<file path="config.mk">
export PLATFORM = sky130hd
export DESIGN_NAME = mul1234_scheduler_flat
export DESIGN_NICKNAME = d
export VERILOG_FILES = /design/src/rtl/mul1234_scheduler_if.sv /design/src/rtl/mul1234_scheduler.sv /design/src/flat_wrapper.sv
export SDC_FILE = /design/constraint.sdc
export NUM_CORES = 1
export LEC_CHECK = 0
export CORE_MARGIN = 3
export CORE_UTILIZATION = 55
export CTS_CLUSTER_DIAMETER = 80
export DETAILED_ROUTE_END_ITERATION = 10
export GPL_TIMING_DRIVEN = 0
export PLACE_DENSITY = 0.85
export SLEW_MARGIN = 20
export SYNTH_ARGS = -nofsm -noshare
export SYNTH_HDL_FRONTEND = slang
export SYNTH_SLANG_ARGS = --single-unit
export TNS_END_PERCENT = 5
</file>
<file path="constraint.sdc">
create_clock -name clk -period 11.05 [get_ports clk]
set_input_delay 3.315 -clock clk [delete_from_list [all_inputs] [get_ports clk]]
set_output_delay 3.315 -clock clk [all_outputs]
set_load 0.02 [all_outputs]
</file>
<file path="src/rtl/mul1234_scheduler_if.sv">
// Request/response bundle for the shared-adder multiplier scheduler:
// two valid/ready requesters and one tagged valid/ready response channel.
interface mul1234_scheduler_if #(parameter int DW = 8);
    logic          req0_valid;
    logic          req0_ready;
    logic [DW-1:0] req0_a;
    logic [4:0]    req0_m;
    logic          req1_valid;
    logic          req1_ready;
    logic [DW-1:0] req1_a;
    logic [4:0]    req1_m;
    logic          resp_valid;
    logic          resp_ready;
    logic [DW+1:0] resp_o;
    logic          resp_id;
    logic          resp_err;

    modport master (
        output req0_valid, req0_a, req0_m,
        input  req0_ready,
        output req1_valid, req1_a, req1_m,
        input  req1_ready,
        input  resp_valid, resp_o, resp_id, resp_err,
        output resp_ready
    );

    modport slave (
        input  req0_valid, req0_a, req0_m,
        output req0_ready,
        input  req1_valid, req1_a, req1_m,
        output req1_ready,
        output resp_valid, resp_o, resp_id, resp_err,
        input  resp_ready
    );
endinterface

</file>
<file path="src/rtl/mul1234_scheduler.sv">
// Time-shared multiply-by-0..4: round-robin picks a requester, then a single
// ripple adder accumulates the operand k times before a tagged response.
module mul1234_scheduler #(
    parameter int DW = 8
) (
    input  logic                 clk,
    input  logic                 rst,
    mul1234_scheduler_if.slave   bus
);
    localparam int RW = DW + 2;

    typedef enum logic [1:0] {
        IDLE = 2'd0,
        ADD  = 2'd1,
        DONE = 2'd2
    } state_t;

    state_t        state_r;
    logic [RW-1:0] acc_r;
    logic [RW-1:0] a_r;
    logic [RW-1:0] resp_o_r;
    logic [2:0]    count_r;
    logic          ptr_r;
    logic          resp_valid_r;
    logic          resp_id_r;
    logic          resp_err_r;

    logic          grant0_s;
    logic          grant1_s;
    logic          hs0_s;
    logic          hs1_s;
    logic [DW-1:0] sel_a_s;
    logic [4:0]    sel_m_s;
    logic [2:0]    sel_k_s;
    logic          sel_bad_s;
    logic [RW-1:0] sum_s;

    // Bit-serial carry chain; the final carry is dropped since 4 x max operand fits in RW bits.
    function automatic logic [RW-1:0] ripple_add(input logic [RW-1:0] x,
                                                  input logic [RW-1:0] y,
                                                  input logic          cin);
        logic          c;
        logic [RW-1:0] s;
        c = cin;
        for (int i = 0; i < RW; i++) begin
            s[i] = x[i] ^ y[i] ^ c;
            c    = (x[i] & y[i]) | (c & (x[i] ^ y[i]));
        end
        return s;
    endfunction

    function automatic logic [2:0] decode_k(input logic [4:0] m);
        logic [2:0] k;
        case (m)
            5'b00001: k = 3'd0;
            5'b00010: k = 3'd1;
            5'b00100: k = 3'd2;
            5'b01000: k = 3'd3;
            5'b10000: k = 3'd4;
            default:  k = 3'd0;
        endcase
        return k;
    endfunction

    function automatic logic not_onehot(input logic [4:0] m);
        logic [2:0] ones;
        ones = 3'd0;
        for (int i = 0; i < 5; i++) begin
            ones = ones + {2'b00, m[i]};
        end
        return (ones != 3'd1);
    endfunction

    // Arbitration, request selection and the one shared adder.
    always_comb begin
        grant0_s  = bus.req0_valid && (!bus.req1_valid || !ptr_r);
        grant1_s  = bus.req1_valid && (!bus.req0_valid || ptr_r);
        hs0_s     = !rst && (state_r == IDLE) && grant0_s;
        hs1_s     = !rst && (state_r == IDLE) && grant1_s;
        if (hs1_s) begin
            sel_a_s = bus.req1_a;
            sel_m_s = bus.req1_m;
        end else begin
            sel_a_s = bus.req0_a;
            sel_m_s = bus.req0_m;
        end
        sel_k_s   = decode_k(sel_m_s);
        sel_bad_s = not_onehot(sel_m_s);
        sum_s     = ripple_add(acc_r, a_r, 1'b0);
    end

    assign bus.req0_ready = hs0_s;
    assign bus.req1_ready = hs1_s;
    assign bus.resp_valid = resp_valid_r;
    assign bus.resp_o     = resp_o_r;
    assign bus.resp_id    = resp_id_r;
    assign bus.resp_err   = resp_err_r;

    // Control FSM with accumulator, response registers and round-robin pointer.
    always_ff @(posedge clk or posedge rst) begin
        if (rst) begin
            state_r      <= IDLE;
            acc_r        <= {RW{1'b0}};
            a_r          <= {RW{1'b0}};
            resp_o_r     <= {RW{1'b0}};
            count_r      <= 3'd0;
            ptr_r        <= 1'b0;
            resp_valid_r <= 1'b0;
            resp_id_r    <= 1'b0;
            resp_err_r   <= 1'b0;
        end else begin
            case (state_r)
                IDLE: begin
                    if (hs0_s || hs1_s) begin
                        a_r        <= {2'b00, sel_a_s};
                        resp_id_r  <= hs1_s;
                        acc_r      <= {RW{1'b0}};
                        resp_o_r   <= {RW{1'b0}};
                        resp_err_r <= sel_bad_s;
                        if (sel_bad_s || (sel_k_s == 3'd0)) begin
                            count_r      <= 3'd0;
                            resp_valid_r <= 1'b1;
                            state_r      <= DONE;
                        end else begin
                            count_r <= sel_k_s;
                            state_r <= ADD;
                        end
                    end else begin
                        state_r <= IDLE;
                    end
                end
                ADD: begin
                    acc_r   <= sum_s;
                    count_r <= count_r - 3'd1;
                    // The addition finishing now is the last one.
                    if (count_r == 3'd1) begin
                        resp_o_r     <= sum_s;
                        resp_valid_r <= 1'b1;
                        state_r      <= DONE;
                    end else begin
                        state_r <= ADD;
                    end
                end
                DONE: begin
                    if (bus.resp_ready) begin
                        resp_valid_r <= 1'b0;
                        ptr_r        <= ~resp_id_r;
                        state_r      <= IDLE;
                    end else begin
                        state_r <= DONE;
                    end
                end
                default: begin
                    resp_valid_r <= 1'b0;
                    state_r      <= IDLE;
                end
            endcase
        end
    end
endmodule

</file>
<file path="src/flat_wrapper.sv">
// flat-port wrapper written by rule: the top's interface ports become plain ports
module mul1234_scheduler_flat 
#(
    parameter int DW = 8
)
  (clk, rst, bus_req0_valid, bus_req0_a, bus_req0_m, bus_req0_ready, bus_req1_valid, bus_req1_a, bus_req1_m, bus_req1_ready, bus_resp_valid, bus_resp_o, bus_resp_id, bus_resp_err, bus_resp_ready);
  mul1234_scheduler_if #(.DW(DW)) bus_i ();
  input  logic clk;
  input  logic rst;
  input wire logic [$bits(bus_i.req0_valid)-1:0] bus_req0_valid;
  input wire logic [$bits(bus_i.req0_a)-1:0] bus_req0_a;
  input wire logic [$bits(bus_i.req0_m)-1:0] bus_req0_m;
  output wire logic [$bits(bus_i.req0_ready)-1:0] bus_req0_ready;
  input wire logic [$bits(bus_i.req1_valid)-1:0] bus_req1_valid;
  input wire logic [$bits(bus_i.req1_a)-1:0] bus_req1_a;
  input wire logic [$bits(bus_i.req1_m)-1:0] bus_req1_m;
  output wire logic [$bits(bus_i.req1_ready)-1:0] bus_req1_ready;
  output wire logic [$bits(bus_i.resp_valid)-1:0] bus_resp_valid;
  output wire logic [$bits(bus_i.resp_o)-1:0] bus_resp_o;
  output wire logic [$bits(bus_i.resp_id)-1:0] bus_resp_id;
  output wire logic [$bits(bus_i.resp_err)-1:0] bus_resp_err;
  input wire logic [$bits(bus_i.resp_ready)-1:0] bus_resp_ready;
  assign bus_i.req0_valid = bus_req0_valid;
  assign bus_i.req0_a = bus_req0_a;
  assign bus_i.req0_m = bus_req0_m;
  assign bus_req0_ready = bus_i.req0_ready;
  assign bus_i.req1_valid = bus_req1_valid;
  assign bus_i.req1_a = bus_req1_a;
  assign bus_i.req1_m = bus_req1_m;
  assign bus_req1_ready = bus_i.req1_ready;
  assign bus_resp_valid = bus_i.resp_valid;
  assign bus_resp_o = bus_i.resp_o;
  assign bus_resp_id = bus_i.resp_id;
  assign bus_resp_err = bus_i.resp_err;
  assign bus_i.resp_ready = bus_resp_ready;
  mul1234_scheduler #(.DW(DW)) u_core (.clk(clk), .rst(rst), .bus(bus_i));
endmodule
</file>
== Word-level counts from Yosys, hierarchy flattened ==
Cells that the tools add are included.
Storage, ports and cells
  memories: 0
  register bits: 37
  memory bits (read-only): 0
  memory bits (writable): 0
  bits of input ports: 31
  latch bits: 0
Cells by class
  equality and inequality tests: 12
  reduce and logical (&&, ||, !) cells: 21
  shift-type cells: 0
  bitwise operators: 41
  multipliers: 0
  divide/modulo/power cells: 0
  add/subtract/negate cells: 5
  $lt $le $gt $ge: 0
  mux-type cells: 20
Operators with widths (count)
  10-bit one-hot mux with 2 select lines: 2
  10-bit 2-to-1 mux: 2
  1-bit bitwise XOR: 17
  1-bit bitwise AND: 16
  3-bit one-hot mux with 4 select lines: 1
  3-bit by 1-bit adder with 3-bit output: 3
  2-bit 2-to-1 mux: 4
  8-bit 2-to-1 mux: 1
  1-bit OR: 7
  3-bit 2-to-1 mux: 2
  2-bit inequality test, second input constant: 3
  2-bit one-hot mux with 3 select lines: 1
  3-bit one-hot mux with 2 select lines: 1
  2-bit AND reduction: 3
  5-bit by 2-bit equality test with 1-bit output, second input constant: 1
  5-bit by 3-bit equality test with 1-bit output, second input constant: 1
  5-bit by 4-bit equality test with 1-bit output, second input constant: 1
  5-bit equality test, second input constant: 1
  1-bit logical AND: 5
  5-bit 2-to-1 mux: 1
  1-bit zero test: 4
  1-bit logical OR: 4
  1-bit 2-to-1 mux: 4
  4-bit AND reduction: 1
  13 further kinds: 13

== Logic depth before layout (Yosys ltp) ==
Gate-level depths: netlist (run 1).
  depth in word-level cells: 19
  gate-level depth with buffers: 17
  gate-level depth less buffers: 16

== Least setup slack after synthesis (run 1) ==
No wires, ideal clock.
  path kind: input-to-output
  start: in rst
  end: out bus_req1_ready
  path slack: 3679 ps
  buffers on the path: 1
  required time: 7735 ps
  stages on the path: 4
  arrival: 4056 ps
  path through: nor3_4 -> nand3_4 -> inv_2 -> buf_2
Between the ends
  longest elaborated chain between the ends: 3
Ends and longest elaborated chain
  start: declaration: RTL line flat_wrapper.sv:9  | input logic rst;
  1-bit zero test: RTL line mul1234_scheduler.sv:79  | hs1_s = !rst && (state_r == IDLE) && grant1_s;
  1-bit logical AND (2 in a row): RTL line mul1234_scheduler.sv:79
  end: declaration: RTL line flat_wrapper.sv:17  | output wire logic [$bits(bus_i.req1_ready)-1:0] bus_req1_ready;
No other way between the ends.

== Final worst setup path (run 1) ==
Ends and elaborated chain as after synthesis.

==> out/metrics.yaml, run 1 <==
status: "completed"
clk_pin_slew_ns: 0.07
num_rows: 22
arrival_ns: 5.30
r2r_setup_slack_ns: 6.92
powerDensity_mw_per_mm2: 178
htreeDepth: 2
syn-num-nets: 286
yosysSeqAreaShare_pct: 42.1
dp_hpwl_um: 3580
tritoncts: "yes"
dr.pass1.iters: 4
place.gp.congestion: 0.863
hp-class: "flop to flop"
final_common_cell: "nand2_1"
syn_area_per_cell_sq_um: 9.25
finalHoldWorstSlack_ns: 0.477
io_pins: 46
grt_use_total_pct: 21.1
dp_slack_ns: 2.45
ant_nets: 0
crit_chain: "clkdlybuf4s50_1 > nor3_4 > nand3_4 > inv_2 > buf_2 > clkdlybuf4s50_1"
p_leak_uw: 0.00126
routedWlPerCell_um: 14.1
critPathLaunchType: "input port"
dieArea_sq_mm: 0.00480
vias_per_cell: 5.44
diodes: 0
cp.buffers_inverters: 4
most-common-layout-cells: "nand2_1, clkdlybuf4s50_1, dfrtp_1, inv_1, nor2_1"
wl_um: 4780
grt_overflow: 0
synthArstFlopShare_pct: 100
ys.flop_type: "dfrtp_1"
synth_cells: 238
endpoint_kind: "output port"
insertion_delay_ns: 0.29
setup-tns-final_ns: 0
setup_viol: 0
skew_ns: 0.00914
fp.dieW_um: 69.3
finalInstanceArea_sq_mm: 0.00282
rsz0062_at_grt: "false"
coreArea_sq_mm: 0.00377
max_freq_ghz: 0.116
worst_pin_slew_ns: 0.738
final_nets: 337
critPathTopFamily: "buffers and inverters"
antenna_found_initial: 0
ys_ff_latch: 37
power_uw: 501
worst_slack_ns: 2.43
placed_area_sq_mm: 0.00270
synth_edf_count: 0
area_delta_synth_final_pct: 28.0
slowest_stage: "clkdlybuf4s50_1"
critPathKind: "input port to output port"
fin_crit_ns: 8.62
required_ns: 7.74
vias: 1840
path_common_cell: "clkdlybuf4s50_1"
cts.sinks: 37
cts_setup_buffers: 0
hold_violations: 0
max-vdd-ir-drop_uv: 86.3
critPathMaxStageDelay_ns: 0.64
initial_utilization_pct: 58.4
root_buffer: "clkbuf_8"
fp.dieH_um: 69.3
first_global_vias: 1788
grt_pass1_wl_um: 8280
drive_above_1_share_pct: 6.90
drc: 0
cts.repair.resized: 0
yosysWarnings: 0
maxCapViolations: 0
ctsHoldBuffers: 0
relSlewSlack_pct: 50.7
drt_iter0_markers: 105
cts_buffers: 5
slew_viol_final: 0
grt_max_degree: 38
synth.distinct_cells: 42
port_buffers: 44
synth_area_sq_mm: 0.00220
min_period_over_period_pct: 78.0
cts_buffer_depth: 2
path_max_fanout: 10
## through the flow
step,cells,utilization [%]
2_1_floorplan,238,-
3_3_place_gp,330,71.6
3_5_place_dp,330,71.6
4_1_cts,338,74.7
5_1_grt,338,74.7
6_report,338,74.7
## final timing paths
path / from / cells after the start / to
min in group asynchronous: rst / 2 / u_core.bus.resp_id
worst max-delay path: rst / 6 / bus_req1_ready
worst min-delay path: u_core.bus.resp_o[7] / 2 / u_core.bus.resp_o[7]
max in group asynchronous: rst / 2 / u_core.bus.resp_o[1]
worst max register to register: u_core.state_r[1] / 16 / u_core.count_r[1]
worst min register to register: u_core.bus.resp_o[7] / 2 / u_core.bus.resp_o[7]
## layout make-up
cell class,instances,area (sq um)
Clock inverter,3,46.3
Multi-Input combinational cell,167,1140
Buffer,10,40.0
Inverter,24,90.1
Clock buffer,5,68.8
Sequential cell,37,926
Timing Repair Buffer,44,440
Tap cell,48,60.1
Fill cell,289,955
## registers in the layout, indices dropped and copies added, names as in the netlist
signal	count
u_core.acc_r	10
u_core.state_r	2
u_core.ptr_r	1
u_core.bus.resp_o	10
u_core.bus.resp_valid	1
u_core.bus.resp_err	1
u_core.count_r	3
u_core.bus.resp_id	1
u_core.a_r	8
## per-layer routing
metal / track usage [%] / up-vias / wire length, um
met5: 0 / - / 0
met4: 6.29 / 0 / 87
met3: 4.49 / 10 / 256
met2: 33.4 / 65 / 2290
met1: 29.3 / 857 / 2150
li1: - / 908 / -
## report_power, final
group | internal, uW | total [uW] | switching [uW]
registers | 168 | 191 | 23.4
clock network | 67.5 | 118 | 50.5
logic | 83.3 | 192 | 109
total | 318 | 501 | 183
## cell usage after synthesis, types with 2 or more instances
cell type | number | share of area [%]
nor2_1 | 18 | 3.1
o21a_1 | 2 | 0.68
mux2_2 | 2 | 1.0
nand3_1 | 3 | 0.68
mux2_4 | 2 | 1.4
o21ai_0 | 10 | 2.3
a2bb2oi_1 | 2 | 0.80
inv_1 | 23 | 3.9
dfrtp_1 | 37 | 42
a32oi_1 | 2 | 0.80
nand2_1 | 47 | 8.0
o31ai_1 | 7 | 2.4
o22ai_1 | 6 | 1.7
or3_1 | 2 | 0.57
nand2b_1 | 3 | 0.85
buf_1 | 2 | 0.34
and3_1 | 3 | 0.85
fa_1 | 9 | 8.2
clkbuf_1 | 6 | 1.0
a31oi_1 | 8 | 2.3
mux2i_1 | 2 | 0.91
ha_1 | 8 | 4.5
a21oi_1 | 9 | 2.0
xnor2_1 | 4 | 1.6
buf_2 | 2 | 0.45
nor2b_1 | 3 | 0.85
## worst reg2reg max path, stage by stage, from the launching register on
cell and delay [ns]:
dfrtp_1 0.48, nor3_4 0.39, nand3_4 0.20, clkbuf_1 0.29, nand2_1 0.13, nand2_1 0.10, ha_1 0.29, inv_1 0.05
fa_1 0.53, ha_1 0.15, inv_1 0.05, fa_1 0.49, and3_1 0.23, nand3_1 0.15, a2111oi_2 0.33, nor2_1 0.09
a21oi_1 0.12
## kinds of logic after synthesis
group                      count (synthesis)  synth area share (%)
muxes                                      6                  3.30
and+or+nand+nor                           87                  18.3
adders and majority gates                 17                  12.7
AOI/OAI and AO/OA                         52                  15.7
DFF                                       37                  42.1
xor gates and xnor gates                   5                  1.99
buffers and inverters                     34                  5.91
(Power assumes the default switching activity.)
==> run 2: changes to the inputs <==
--- a/config.mk
+++ b/config.mk
@@ -6,11 +6,11 @@
 export NUM_CORES = 1
 export LEC_CHECK = 0
 export CORE_MARGIN = 3
-export CORE_UTILIZATION = 55
+export CORE_UTILIZATION = 46
 export CTS_CLUSTER_DIAMETER = 80
 export DETAILED_ROUTE_END_ITERATION = 10
 export GPL_TIMING_DRIVEN = 0
-export PLACE_DENSITY = 0.85
+export PLACE_DENSITY = 0.76
 export SLEW_MARGIN = 20
 export SYNTH_ARGS = -nofsm -noshare
 export SYNTH_HDL_FRONTEND = slang
==> constraint.sdc (replaced) <==
create_clock -name clk -period 7.9 [get_ports clk]
set_input_delay 2.37 -clock clk [delete_from_list [all_inputs] [get_ports clk]]
set_output_delay 2.37 -clock clk [all_outputs]
set_load 0.02 [all_outputs]
==> run 2 against run 1 <==
Die area grew 18%. Global-route usage shrank 2.1 points. Critical path depth is the same. Flip-flop and latch count is the same. Largest cell class unchanged. Register-to-register slack lost 3.1 ns. Sequential power grew 40%. Clock skew shrank 0.0033 ns. Non-clock buffer count is the same. Worst hold slack gained 0.0011 ns. Utilization shrank 12 points. Via count shrank 0.60%. Sequential share of layout area grew 0.24 points. Critical path type unchanged.
==> out/metrics.yaml, run 2 (synthesis results as in run 1) <==
dr.pass1.iters: 4  # unchanged
nFillCells: 387  # +34%
fp.dieH_um: 75.2  # +8.5%
hp-class: "flop to flop"
grt_overflow: 0  # unchanged
port_buffers: 44  # unchanged
skew_ns: 0.00588  # -0.00326 ns
worst_pin_slew_ns: 0.754  # +0.0155 ns
cts.repair.resized: 0  # unchanged
insertion_delay_ns: 0.29  # about the same
slew_viol_final: 0  # unchanged
antenna_found_initial: 0  # unchanged
ant_nets: 0  # unchanged
worstRegToRegCells: 16  # unchanged
finalInstanceArea_sq_mm: 0.00280  # -0.71%
drive_above_1_share_pct: 6.90  # unchanged
r2r_setup_slack_ns: 3.82  # -3.10 ns
dieArea_sq_mm: 0.00565  # +18%
clk_pin_slew_ns: 0.08  # about the same
cts_setup_buffers: 0  # unchanged
hold_end: "u_core.bus.resp_o[9]"
hold_depth: 2  # unchanged
grt_pass1_wl_um: 8220  # -0.76%
num_rows: 24  # +9.1%
cts_buffers: 5  # unchanged
finalHoldWorstSlack_ns: 0.478  # +0.00109 ns
critPathLaunchType: "input port"
rsz0062_at_grt: "false"
most-common-layout-cells: "nand2_1, clkdlybuf4s50_1, dfrtp_1, inv_1, nor2_1"
placed_area_sq_mm: 0.00271  # +0.19%
wl_um: 4770  # -0.31%
hp-start: "u_core.bus.resp_o[9]"
hold_violations: 0  # unchanged
arrival_ns: 4.34  # -0.96 ns
max_freq_ghz: 0.149
maxCapViolations: 0  # unchanged
fin_crit_ns: 6.71
grt_max_degree: 38  # unchanged
ctsHoldBuffers: 0  # unchanged
r2r_end: "u_core.count_r[1]"
cts.sinks: 37  # unchanged
critPathKind: "input port to output port"
r2r-start: "u_core.state_r[1]"
multi_input_area_sq_mm: 0.00114  # unchanged
cts_buffer_depth: 2  # unchanged
vias: 1829  # -0.60%
fp.dieW_um: 75.2  # +8.5%
htreeDepth: 2  # unchanged
place.gp.congestion: 0.862  # -0.14%
max-vdd-ir-drop_uv: 105  # +22%
tritoncts: "yes"
final_common_cell: "nand2_1"
drc: 0  # unchanged
p_leak_uw: 0.00125  # -0.78%
status: "completed"
power_uw: 673  # +34%
first_global_vias: 1810  # +1.2%
min_period_over_period_pct: 85.0
initial_utilization_pct: 49.2  # -9.2 points
vias_per_cell: 5.35  # -1.8%
relSlewSlack_pct: 49.7  # -1.0 points
dp_hpwl_um: 3700  # +3.3%
utilization_pct: 62.5  # -12 points
final_nets: 337  # unchanged
setup-tns-final_ns: 0  # unchanged
path_max_fanout: 10  # unchanged
seq_area_sq_um: 926  # unchanged
grt_use_total_pct: 19.0  # -2.1 points
routedWlPerCell_um: 13.9  # -1.5%
coreArea_sq_mm: 0.00447  # +19%
drt_iter0_markers: 77  # -27%
powerDensity_mw_per_mm2: 240  # +35%
setup_viol: 0  # unchanged
diodes: 0  # unchanged
root_buffer: "clkbuf_8"
io_pins: 46  # unchanged
required_ns: 5.53  # -2.21 ns
area_delta_synth_final_pct: 27.1
endpoint_kind: "output port"
run 2: changes by cell type in the layout (fill, tap and decap cells not counted):
cell	before	now
bufinv_16	1	0
clkinv_4	1	0
inv_6	0	1
clkinv_2	0	1
run 2: per-layer routing:
layer  vias to the layer above  wire (um)  GRT usage (%)
met1                       867       2290           25.7
li1                        909          -              -
met2                        46       2190           30.3
met3                         7        216           4.27
met4                         0         70           6.80
met5                         -          0              0
run 2: layout make-up:
type                            instances  area share (%)
Clock buffer                            5            2.46
Timing Repair Buffer                   44            15.7
Buffer                                 10            1.43
Inverter                               24            3.22
Clock inverter                          3           0.761
Tap cell                               52            2.33
Sequential cell                        37            33.1
Multi-Input combinational cell        167            40.9
run 2: metrics by stage:
stage / cells / setup slack, ns
floorplan: 238 / 2.42
global placement: 334 / 1.20
detailed placement: 334 / 1.17
CTS: 342 / 1.16
global route: 342 / 1.05
finish: 342 / 1.19
run 2: worst max path at each step:
stage	start	to	slack, ns	cells past startpoint
2_1_floorplan	rst	bus_req1_ready	2.42	4
3_3_place_gp	rst	bus_req1_ready	1.20	6
3_5_place_dp	rst	bus_req1_ready	1.17	6
4_1_cts	rst	bus_req1_ready	1.16	6
6_report	rst	bus_req1_ready	1.19	6
5_1_grt	rst	bus_req1_ready	1.05	6
run 2: report_power, final:
group,switching (uW),internal (uW),total [uW]
sequential,33.8,234,268
clock,75.1,62.6,138
combinational,151,116,267
run 2: worst max-delay path: stages:
cell and delay, ns:
clkdlybuf4s50_1 0.47, nor3_4 0.31, nand3_4 0.20, inv_2 0.13
buf_2 0.22, clkdlybuf4s50_1 0.64
